==> config.mk <==
export PLATFORM = sky130hd
export DESIGN_NAME = hazard_scoreboard_flat
export DESIGN_NICKNAME = d
export VERILOG_FILES = /design/src/rtl/hazard_scoreboard_if.sv /design/src/rtl/hazard_scoreboard.sv /design/src/flat_wrapper.sv
export SDC_FILE = /design/constraint.sdc
export NUM_CORES = 1
export LEC_CHECK = 0
export ABC_AREA = 0
export BUFFER_PORTS_ARGS = -buffer_cell sky130_fd_sc_hd__buf_2
export CORE_MARGIN = 5
export CORE_UTILIZATION = 38
export DETAILED_ROUTE_END_ITERATION = 10
export PLACE_DENSITY = 0.73
export SLEW_MARGIN = 20
export SYNTH_ARGS = -nofsm -noshare
export SYNTH_HDL_FRONTEND = slang
export SYNTH_SLANG_ARGS = --single-unit
export TNS_END_PERCENT = 50
==> constraint.sdc <==
create_clock -name clk -period 1.8 [get_ports clk]
set_input_delay 0.18 -clock clk [delete_from_list [all_inputs] [get_ports clk]]
set_output_delay 0.18 -clock clk [all_outputs]
set_load 0.02 [all_outputs]
==> src/rtl/hazard_scoreboard_if.sv <==
// rtl/hazard_scoreboard_if.sv - pipeline-side signal bundle for the ID-stage hazard scoreboard
//
// Groups the ID/EX/MEM hazard inputs, the MDU issue inputs and all scoreboard outputs.
//   master : pipeline side (drives hazard inputs, consumes stall/writeback controls)
//   slave  : hazard_scoreboard side
interface hazard_scoreboard_if;
  logic        id_valid;
  logic [4:0]  IF_ID_rs;
  logic [4:0]  IF_ID_rt;
  logic        IF_ID_useRs;
  logic        IF_ID_useRt;
  logic        IF_ID_isBranch;
  logic        IF_ID_isMdu;
  logic        ID_EX_regWrite;
  logic        ID_EX_memRead;
  logic [4:0]  ID_EX_dst;
  logic        EX_MEM_memRead;
  logic [4:0]  EX_MEM_dst;
  logic        mdu_start;
  logic [4:0]  mdu_start_dst;
  logic        pc_write;
  logic        if_id_write;
  logic        id_ex_bubble;
  logic [1:0]  stall_cause;
  logic        mdu_busy;
  logic        mdu_wb_valid;
  logic [4:0]  mdu_wb_rd;
  logic        mdu_overlap_err;
  logic [31:0] stall_count;

  modport master (
    output id_valid, IF_ID_rs, IF_ID_rt, IF_ID_useRs, IF_ID_useRt, IF_ID_isBranch,
           IF_ID_isMdu, ID_EX_regWrite, ID_EX_memRead, ID_EX_dst, EX_MEM_memRead,
           EX_MEM_dst, mdu_start, mdu_start_dst,
    input  pc_write, if_id_write, id_ex_bubble, stall_cause, mdu_busy, mdu_wb_valid,
           mdu_wb_rd, mdu_overlap_err, stall_count
  );

  modport slave (
    input  id_valid, IF_ID_rs, IF_ID_rt, IF_ID_useRs, IF_ID_useRt, IF_ID_isBranch,
           IF_ID_isMdu, ID_EX_regWrite, ID_EX_memRead, ID_EX_dst, EX_MEM_memRead,
           EX_MEM_dst, mdu_start, mdu_start_dst,
    output pc_write, if_id_write, id_ex_bubble, stall_cause, mdu_busy, mdu_wb_valid,
           mdu_wb_rd, mdu_overlap_err, stall_count
  );
endinterface

==> src/rtl/hazard_scoreboard.sv <==
// rtl/hazard_scoreboard.sv - ID-stage hazard detection and MDU in-flight scoreboard
//
// Detects load-use, ID-resolved branch operand and MDU result hazards; on a hazard it
// freezes PC and IF/ID and bubbles ID/EX. Tracks one in-flight MDU op (countdown,
// destination, one-cycle writeback strobe) and flags overlapping MDU issues.
//
// Ports:
//   clk    - rising-edge clock
//   rst_n  - synchronous active-low reset
//   bus    - hazard_scoreboard_if.slave (hazard inputs, MDU issue, stall/writeback outputs)
// Parameters:
//   MDU_LATENCY - cycles from MDU issue to writeback (2..15)
//   CNT_W       - countdown width, must hold MDU_LATENCY
// Optional macro:
//   HAZARD_PERF_EN - enables the saturating stall_count counter; otherwise stall_count=0
module hazard_scoreboard #(
  parameter int MDU_LATENCY = 4,
  parameter int CNT_W       = 4
) (
  input logic               clk,
  input logic               rst_n,
  hazard_scoreboard_if.slave bus
);

  localparam logic [CNT_W-1:0] LAT = CNT_W'(MDU_LATENCY);
  localparam logic [CNT_W-1:0] ONE = CNT_W'(1);

  logic [CNT_W-1:0] cnt;
  logic [4:0]       mdu_dst;
  logic             err;

  logic busy;
  logic last;
  logic lu;
  logic br;
  logic md;
  logic stall;
  logic [1:0] cause;

  function automatic logic src_match(input logic [4:0] r,
                                     input logic [4:0] rs,
                                     input logic [4:0] rt,
                                     input logic       use_rs,
                                     input logic       use_rt);
    return (r != 5'd0) && ((use_rs && (r == rs)) || (use_rt && (r == rt)));
  endfunction

  // Combinational outputs are held at their reset values while rst_n is low so a
  // reset mid-MDU can never emit a writeback strobe.
  always_comb begin
    busy  = rst_n && (cnt != '0);
    last  = rst_n && (cnt == ONE);
    lu    = bus.ID_EX_memRead &&
            src_match(bus.ID_EX_dst, bus.IF_ID_rs, bus.IF_ID_rt, bus.IF_ID_useRs, bus.IF_ID_useRt);
    br    = bus.IF_ID_isBranch &&
            ((bus.ID_EX_regWrite &&
              src_match(bus.ID_EX_dst, bus.IF_ID_rs, bus.IF_ID_rt, bus.IF_ID_useRs, bus.IF_ID_useRt)) ||
             (bus.EX_MEM_memRead &&
              src_match(bus.EX_MEM_dst, bus.IF_ID_rs, bus.IF_ID_rt, bus.IF_ID_useRs, bus.IF_ID_useRt)));
    md    = busy &&
            (src_match(mdu_dst, bus.IF_ID_rs, bus.IF_ID_rt, bus.IF_ID_useRs, bus.IF_ID_useRt) ||
             bus.IF_ID_isMdu);
    stall = rst_n && bus.id_valid && (lu || br || md);
    cause = 2'd0;
    if (stall) begin
      if (md)      cause = 2'd3;
      else if (lu) cause = 2'd1;
      else         cause = 2'd2;
    end
  end

  assign bus.pc_write        = !stall;
  assign bus.if_id_write     = !stall;
  assign bus.id_ex_bubble    = stall;
  assign bus.stall_cause     = cause;
  assign bus.mdu_busy        = busy;
  assign bus.mdu_wb_valid    = last;
  assign bus.mdu_wb_rd       = last ? mdu_dst : 5'd0;
  assign bus.mdu_overlap_err = err;

  // A start is accepted when idle or on the writeback cycle (back-to-back issue);
  // a start during any earlier countdown cycle is dropped and latches the error.
  always_ff @(posedge clk) begin
    if (!rst_n) begin
      cnt     <= '0;
      mdu_dst <= 5'd0;
      err     <= 1'b0;
    end else if ((cnt == '0) || (cnt == ONE)) begin
      if (bus.mdu_start) begin
        cnt     <= LAT;
        mdu_dst <= bus.mdu_start_dst;
      end else begin
        cnt     <= '0;
      end
    end else begin
      cnt <= cnt - ONE;
      if (bus.mdu_start) err <= 1'b1;
    end
  end

`ifdef HAZARD_PERF_EN
  logic [31:0] perf;

  always_ff @(posedge clk) begin
    if (!rst_n) begin
      perf <= 32'd0;
    end else if (stall && (perf != 32'hFFFF_FFFF)) begin
      perf <= perf + 32'd1;
    end
  end

  assign bus.stall_count = perf;
`else
  assign bus.stall_count = 32'd0;
`endif

endmodule

==> src/flat_wrapper.sv <==
// flat-port wrapper written by rule: the top's interface ports become plain ports
module hazard_scoreboard_flat 
#(
  parameter int MDU_LATENCY = 4,
  parameter int CNT_W       = 4
)
  (clk, rst_n, bus_id_valid, bus_IF_ID_rs, bus_IF_ID_rt, bus_IF_ID_useRs, bus_IF_ID_useRt, bus_IF_ID_isBranch, bus_IF_ID_isMdu, bus_ID_EX_regWrite, bus_ID_EX_memRead, bus_ID_EX_dst, bus_EX_MEM_memRead, bus_EX_MEM_dst, bus_mdu_start, bus_mdu_start_dst, bus_pc_write, bus_if_id_write, bus_id_ex_bubble, bus_stall_cause, bus_mdu_busy, bus_mdu_wb_valid, bus_mdu_wb_rd, bus_mdu_overlap_err, bus_stall_count);
  hazard_scoreboard_if bus_i ();
  input logic clk;
  input logic rst_n;
  input wire logic [$bits(bus_i.id_valid)-1:0] bus_id_valid;
  input wire logic [$bits(bus_i.IF_ID_rs)-1:0] bus_IF_ID_rs;
  input wire logic [$bits(bus_i.IF_ID_rt)-1:0] bus_IF_ID_rt;
  input wire logic [$bits(bus_i.IF_ID_useRs)-1:0] bus_IF_ID_useRs;
  input wire logic [$bits(bus_i.IF_ID_useRt)-1:0] bus_IF_ID_useRt;
  input wire logic [$bits(bus_i.IF_ID_isBranch)-1:0] bus_IF_ID_isBranch;
  input wire logic [$bits(bus_i.IF_ID_isMdu)-1:0] bus_IF_ID_isMdu;
  input wire logic [$bits(bus_i.ID_EX_regWrite)-1:0] bus_ID_EX_regWrite;
  input wire logic [$bits(bus_i.ID_EX_memRead)-1:0] bus_ID_EX_memRead;
  input wire logic [$bits(bus_i.ID_EX_dst)-1:0] bus_ID_EX_dst;
  input wire logic [$bits(bus_i.EX_MEM_memRead)-1:0] bus_EX_MEM_memRead;
  input wire logic [$bits(bus_i.EX_MEM_dst)-1:0] bus_EX_MEM_dst;
  input wire logic [$bits(bus_i.mdu_start)-1:0] bus_mdu_start;
  input wire logic [$bits(bus_i.mdu_start_dst)-1:0] bus_mdu_start_dst;
  output wire logic [$bits(bus_i.pc_write)-1:0] bus_pc_write;
  output wire logic [$bits(bus_i.if_id_write)-1:0] bus_if_id_write;
  output wire logic [$bits(bus_i.id_ex_bubble)-1:0] bus_id_ex_bubble;
  output wire logic [$bits(bus_i.stall_cause)-1:0] bus_stall_cause;
  output wire logic [$bits(bus_i.mdu_busy)-1:0] bus_mdu_busy;
  output wire logic [$bits(bus_i.mdu_wb_valid)-1:0] bus_mdu_wb_valid;
  output wire logic [$bits(bus_i.mdu_wb_rd)-1:0] bus_mdu_wb_rd;
  output wire logic [$bits(bus_i.mdu_overlap_err)-1:0] bus_mdu_overlap_err;
  output wire logic [$bits(bus_i.stall_count)-1:0] bus_stall_count;
  assign bus_i.id_valid = bus_id_valid;
  assign bus_i.IF_ID_rs = bus_IF_ID_rs;
  assign bus_i.IF_ID_rt = bus_IF_ID_rt;
  assign bus_i.IF_ID_useRs = bus_IF_ID_useRs;
  assign bus_i.IF_ID_useRt = bus_IF_ID_useRt;
  assign bus_i.IF_ID_isBranch = bus_IF_ID_isBranch;
  assign bus_i.IF_ID_isMdu = bus_IF_ID_isMdu;
  assign bus_i.ID_EX_regWrite = bus_ID_EX_regWrite;
  assign bus_i.ID_EX_memRead = bus_ID_EX_memRead;
  assign bus_i.ID_EX_dst = bus_ID_EX_dst;
  assign bus_i.EX_MEM_memRead = bus_EX_MEM_memRead;
  assign bus_i.EX_MEM_dst = bus_EX_MEM_dst;
  assign bus_i.mdu_start = bus_mdu_start;
  assign bus_i.mdu_start_dst = bus_mdu_start_dst;
  assign bus_pc_write = bus_i.pc_write;
  assign bus_if_id_write = bus_i.if_id_write;
  assign bus_id_ex_bubble = bus_i.id_ex_bubble;
  assign bus_stall_cause = bus_i.stall_cause;
  assign bus_mdu_busy = bus_i.mdu_busy;
  assign bus_mdu_wb_valid = bus_i.mdu_wb_valid;
  assign bus_mdu_wb_rd = bus_i.mdu_wb_rd;
  assign bus_mdu_overlap_err = bus_i.mdu_overlap_err;
  assign bus_stall_count = bus_i.stall_count;
  hazard_scoreboard #(.MDU_LATENCY(MDU_LATENCY), .CNT_W(CNT_W)) u_core (.clk(clk), .rst_n(rst_n), .bus(bus_i));
endmodule
# --- After elaboration in Yosys (flattened, before gate mapping) ---
# Index checks and enable logic that the tools add are counted.
classes:
  mux: 6
  bitwise: 1
  add_sub_neg: 1
  eq_ne: 7
  n_reduce_logical: 34
op_table:
  columns: ["op", "count"]
  rows:
  - ["5-bit == test", 6]
  - ["1-bit logical AND", 18]
  - ["5-bit nonzero test", 3]
  - ["1-bit logical OR", 8]
  - ["2-bit two-way mux", 3]
  - ["5-bit two-way mux", 1]
  - ["4-bit by 1-bit == test with 1-bit output (second input constant)", 1]
  - ["4-bit zero test", 1]
  - ["4-bit two-way mux", 1]
  - ["2-bit AND reduction", 2]
  - ["4-bit nonzero test", 1]
  - ["4-bit by 1-bit subtractor with 4-bit output (second input constant)", 1]
  - ["3-bit two-way mux", 1]
  - ["1-bit zero test", 1]
  - ["1-bit NOT", 1]
word_totals:
  out_inout_bits: 45
  ff_bits: 10

# --- Logic depth before layout (Yosys ltp) ---
logic_depth:
  depth_word: 11
  ltp_mapped: 8
  depth_no_buf: 7

# --- Worst setup path after synthesis ---
# No wires, ideal clock.
synth_path:
  kind: "reg2out"
  startpoint: "register u_core.cnt[0]"
  endpoint: "output bus_pc_write"
  t_required_ns: 1.620
  n_path_buf: 1
  arrival_time_ns: 1.885
  slack_ns: -0.265
  path_stages_with_launch: 9
  path_cell_list: "dfxtp_1 > inv_1 > ha_1 > a21boi_2 > o21a_1 > a22oi_4 > o311ai_1 > nand3_1 > buf_4"
synth_via:
  elab_chain_len: 6
synth_lines:
  columns: ["element", "line_no", "rtl"]
  rows:
  - ["start: declaration", "hazard_scoreboard.sv:28", "logic [CNT_W-1:0] cnt;"]
  - ["start signal: assignment", "hazard_scoreboard.sv:96", "cnt <= cnt - ONE;"]
  - ["4-bit nonzero test", "hazard_scoreboard.sv:51", "busy = rst_n && (cnt != '0);"]
  - ["1-bit logical AND", "hazard_scoreboard.sv:51", null]
  - ["named net bus_mdu_busy", "flat_wrapper.sv:29", "output wire logic [$bits(bus_i.mdu_busy)-1:0] bus_mdu_busy;"]
  - ["1-bit logical AND", "hazard_scoreboard.sv:60", "md = busy &&"]
  - ["1-bit logical OR", "hazard_scoreboard.sv:63", "stall = rst_n && bus.id_valid && (lu || br || md);"]
  - ["1-bit logical AND", "hazard_scoreboard.sv:63", null]
  - ["1-bit zero test", null, null]
  - ["end: declaration", "flat_wrapper.sv:25", "output wire logic [$bits(bus_i.pc_write)-1:0] bus_pc_write;"]
# The timed path passes the listed nets, and every way through them passes these cells.

# --- Worst setup path in the final report ---
layout_path:
  startpoint: "register u_core.mdu_dst[3]"
  endpoint: "output bus_id_ex_bubble"
layout_via:
  elab_chain_len: 8
  elab_cells_between_ends: 11
  classes_between: "2 x eq/ne; 9 x reduce/logical"
layout_lines:
  columns: ["element", "line_no", "rtl"]
  rows:
  - ["start: declaration", "hazard_scoreboard.sv:29", "logic [4:0] mdu_dst;"]
  - ["start signal: assignment", "hazard_scoreboard.sv:91", "mdu_dst <= bus.mdu_start_dst;"]
  - ["5-bit == test", "hazard_scoreboard.sv:45", "return (r != 5'd0) && ((use_rs && (r == rs)) || (use_rt && (r == rt)));"]
  - ["1-bit logical AND", "hazard_scoreboard.sv:45", null]
  - ["1-bit logical OR", "hazard_scoreboard.sv:45", null]
  - ["1-bit logical AND (*)", "hazard_scoreboard.sv:45", null]
  - ["1-bit logical OR (*)", "hazard_scoreboard.sv:61", "(src_match(mdu_dst, bus.IF_ID_rs, bus.IF_ID_rt, bus.IF_ID_useRs, bus.IF_ID_useRt) ||"]
  - ["1-bit logical AND (*)", "hazard_scoreboard.sv:60", null]
  - ["1-bit logical OR (*)", "hazard_scoreboard.sv:63", null]
  - ["1-bit logical AND (*)", "hazard_scoreboard.sv:63", null]
  - ["end: declaration", "flat_wrapper.sv:27", "output wire logic [$bits(bus_i.id_ex_bubble)-1:0] bus_id_ex_bubble;"]
# Mark *: on every way between the ends. The rest lies on a longest branch, timed or not.

==> key figures <==
Pwr
  – Max VDD drop: 0.000562 V
  – P_int: 0.000829 W
  – Pleak: 0.788 nW
  – Sequential share of power: 0.250
  – Combinational power share: 0.603
  – Clock share of power: 0.148
  – Sw power: 0.000600 W
  – Power density over the cells: 918 nW/um^2
  – Sw frac: 0.420

Clock network
  – Hold_buf cts: 0
  – CTS Buf Count: 3
  – Worst skew pair latency: 0.28 ns
  – CTS max path bufs: 2
  – CTS tree: done
  – Sink Count: 10
  – Clock Tree Root: clkbuf_4
  – H-tree Lvls: 1
  – Register clock-pin slew on the reported worst setup and hold paths: 0.08 ns

Yosys
  – FF+latch count, synth: 10
  – Yosys Warn Count: 0
  – Yosys cell types: 33
  – Post-synthesis sequential area ratio: 0.169
  – Syn avg cell area: 8.24 um^2
  – Post-Synthesis Cell Area: 1190 um^2
  – Mapped Cells: 144

Global routing
  – Antenna violations before repair: 0
  – Largest net degree at the start of global routing: 11
  – Grt ovf: 0
  – Vias in the first global route: 1022
  – Overall Global Routing Usage: 0.130
  – First-pass GRT wire length: 4460 um

STA
  – Final min period: 2.12 ns
  – Fin. max-slew vios: 0
  – FMAX: 0.471 GHz
  – Final setup viols: 5
  – Final hold violation count: 0
  – Final worst setup slack: -0.322 ns
  – RSZ-0062 raised after global routing: yes
  – Final hold slack: 0.153 ns
  – Max Clock Skew: 0.00825 ns
  – Tcrit/Tclk final: 1.18
  – Setup TNS: -1.37 ns

Floorplanning
  – Die area: 4340 um^2
  – Die H: 65.9 um
  – # IOs: 81
  – Initial Util: 0.392
  – Num rows: 20
  – Total core area: 3030 um^2
  – Die width: 65.9 um

Outcome
  – Failing checks: negative setup slack
  – Status: complete, but fails checks

Route
  – DRT Wirelength: 2860 um
  – Vias post-DR: 1073
  – Number of routed nets with antenna violations: 0
  – Routed vias/inst: 4.27
  – # DRC: 0
  – TritonRoute pass-1 iters: 4
  – Wire per inst: 11.4 um
  – DRT iter0 DRCs: 23

Placement
  – PortBufs: 48
  – Dpl cells: 247
  – GP Congestion: 0.766
  – Detail Placement HPWL: 2500 um

Worst setup path
  – CP required: 1.62 ns
  – Setup crit start: u_core.mdu_dst[3]
  – Reg2Reg Capture Point: u_core.mdu_dst[2]
  – Critical Path Fanout Max: 2
  – Worst setup EP type: output port
  – Reg2Reg Setup Slack: 0.42 ns
  – CP Class: flop to output port
  – Startpoint types: flop
  – R2R depth: 5
  – Arrival @ worst endpoint: 1.94 ns
  – FF-to-FF Start: u_core.cnt[2]

Layout
  – Layout cells sized above 1: 0.382
  – Final net count: 247
  – Most common cell after layout, fill and taps aside: buf_2
  – Non-Filler Instances: 251
  – Area Growth Syn to Fin: 31.2%
  – Most frequent cells in the layout: buf_2, conb_1, buf_4, xor2_1, xnor2_1
  – Ant. Diodes: 0
  – Final cell utilization of the core: 0.514

Worst hold path
  – Worst hold path depth: 2
  – Worst hold path type: input pin to flop
  – HP Start: bus_mdu_start
  – Hold endpoint: u_core.bus.mdu_overlap_err

Run
  – MaxCap Viol Count: 0
-- worst max path at each step --
stage                        to  cells after the start
4_1_cts        bus_id_ex_bubble                      6
3_3_place_gp   bus_id_ex_bubble                      7
5_1_grt        bus_id_ex_bubble                      6
6_report       bus_id_ex_bubble                      6
2_1_floorplan      bus_pc_write                      6
3_5_place_dp   bus_id_ex_bubble                      7
-- synthesized netlist by cell type, drive strengths merged --
cell type	n	area, um^2
a21oi	1	5.00
clkbuf	2	7.51
nor2	7	26.3
and2	7	45.1
o211ai	1	7.51
a21o	2	15.0
mux2i	5	50.1
inv	2	7.51
and3	1	6.26
ha	3	37.5
dfxtp	10	200
nand4	2	12.5
a32oi	1	8.76
nor2b	6	37.5
nor4	4	25.0
xor2	16	140
o21a	1	7.51
o22ai	2	12.5
a32o	1	10.0
buf	33	248
a22oi	1	21.3
nor3	1	5.00
or4	3	22.5
o21ai	1	5.00
o311ai	1	8.76
a21boi	2	18.8
xnor2	16	140
o211a	1	10.0
conb	1	3.75
nand2	7	26.3
nand3	3	15.0
-- critical path, cell delays in order (launching register included) --
cell      delay [ns]
dfxtp_1         0.31
or4_4           0.52
o21a_1          0.23
a22oi_4         0.19
o311ai_4        0.12
nor2b_1         0.15
buf_4           0.15
-- power groups by stage --
stage | Sequential (W) | Clock (W) | Combinational [W]
after global routing | 0.000368 | 0.000225 | 0.000948
after CTS | 0.000353 | 0.000221 | 0.000843
after floorplan | 0.000369 | 0 | 0.000622
final | 0.000357 | 0.000211 | 0.000861
after global placement | 0.000355 | 0 | 0.000826
after detailed placement | 0.000358 | 0 | 0.000838
-- layer usage --
layer  vias to the layer above  share of wire  GRT usage
met2                        47           0.49      0.218
met4                         0         0.0087     0.0389
met3                         4          0.079     0.0391
met1                       477           0.42      0.158
met5                         -              0          0
li1                        545              -          -
-- sequential cells by signal, summed over array words and instances, names as in the netlist --
| name | count |
|---|---|
| u_core.cnt | 4 |
| u_core.bus.mdu_overlap_err | 1 |
| u_core.mdu_dst | 5 |
-- cells by family after synthesis --
group                      Yosys count  share of synthesized area
adders and majority gates            3                     0.0316
muxes                                5                     0.0422
buffers and inverters               37                      0.222
DFF                                 10                      0.169
other                                1                    0.00316
AOI/OAI and AO/OA                   15                      0.110
and+or+nand+nor                     41                      0.187
xor gates and xnor gates            32                      0.236
-- timing repair --
action | 4_1_cts | 5_1_grt
pin swaps | 1 | 5
setup endpoints to repair | 5 | 10
buffers inserted | 0 | 0
endpoints found under the hold margin | 0 | 0
resized for setup | 2 | 8
-- per-stage QoR --
stage / setup WS, ns / total power (W) / area, um^2
finish: -0.322 / 0.00143 / 1560
global route: -0.368 / 0.00154 / 1560
CTS: -0.314 / 0.00142 / 1520
detailed placement: -0.0390 / 0.00120 / 1480
global placement: -0.0296 / 0.00118 / 1480
floorplan: 0.00754 / 0.000991 / 1330
-- layout make-up --
| type | count | area [um^2] |
|---|---|---|
| Fill cell | 317 | 1470 |
| Clock buffer | 4 | 36.3 |
| Multi-Input combinational cell | 128 | 885 |
| Sequential cell | 10 | 203 |
| Tap cell | 44 | 55.1 |
| Inverter | 2 | 7.51 |
| Timing Repair Buffer | 63 | 370 |
No activity file was read; power rests on OpenSTA's default activity.
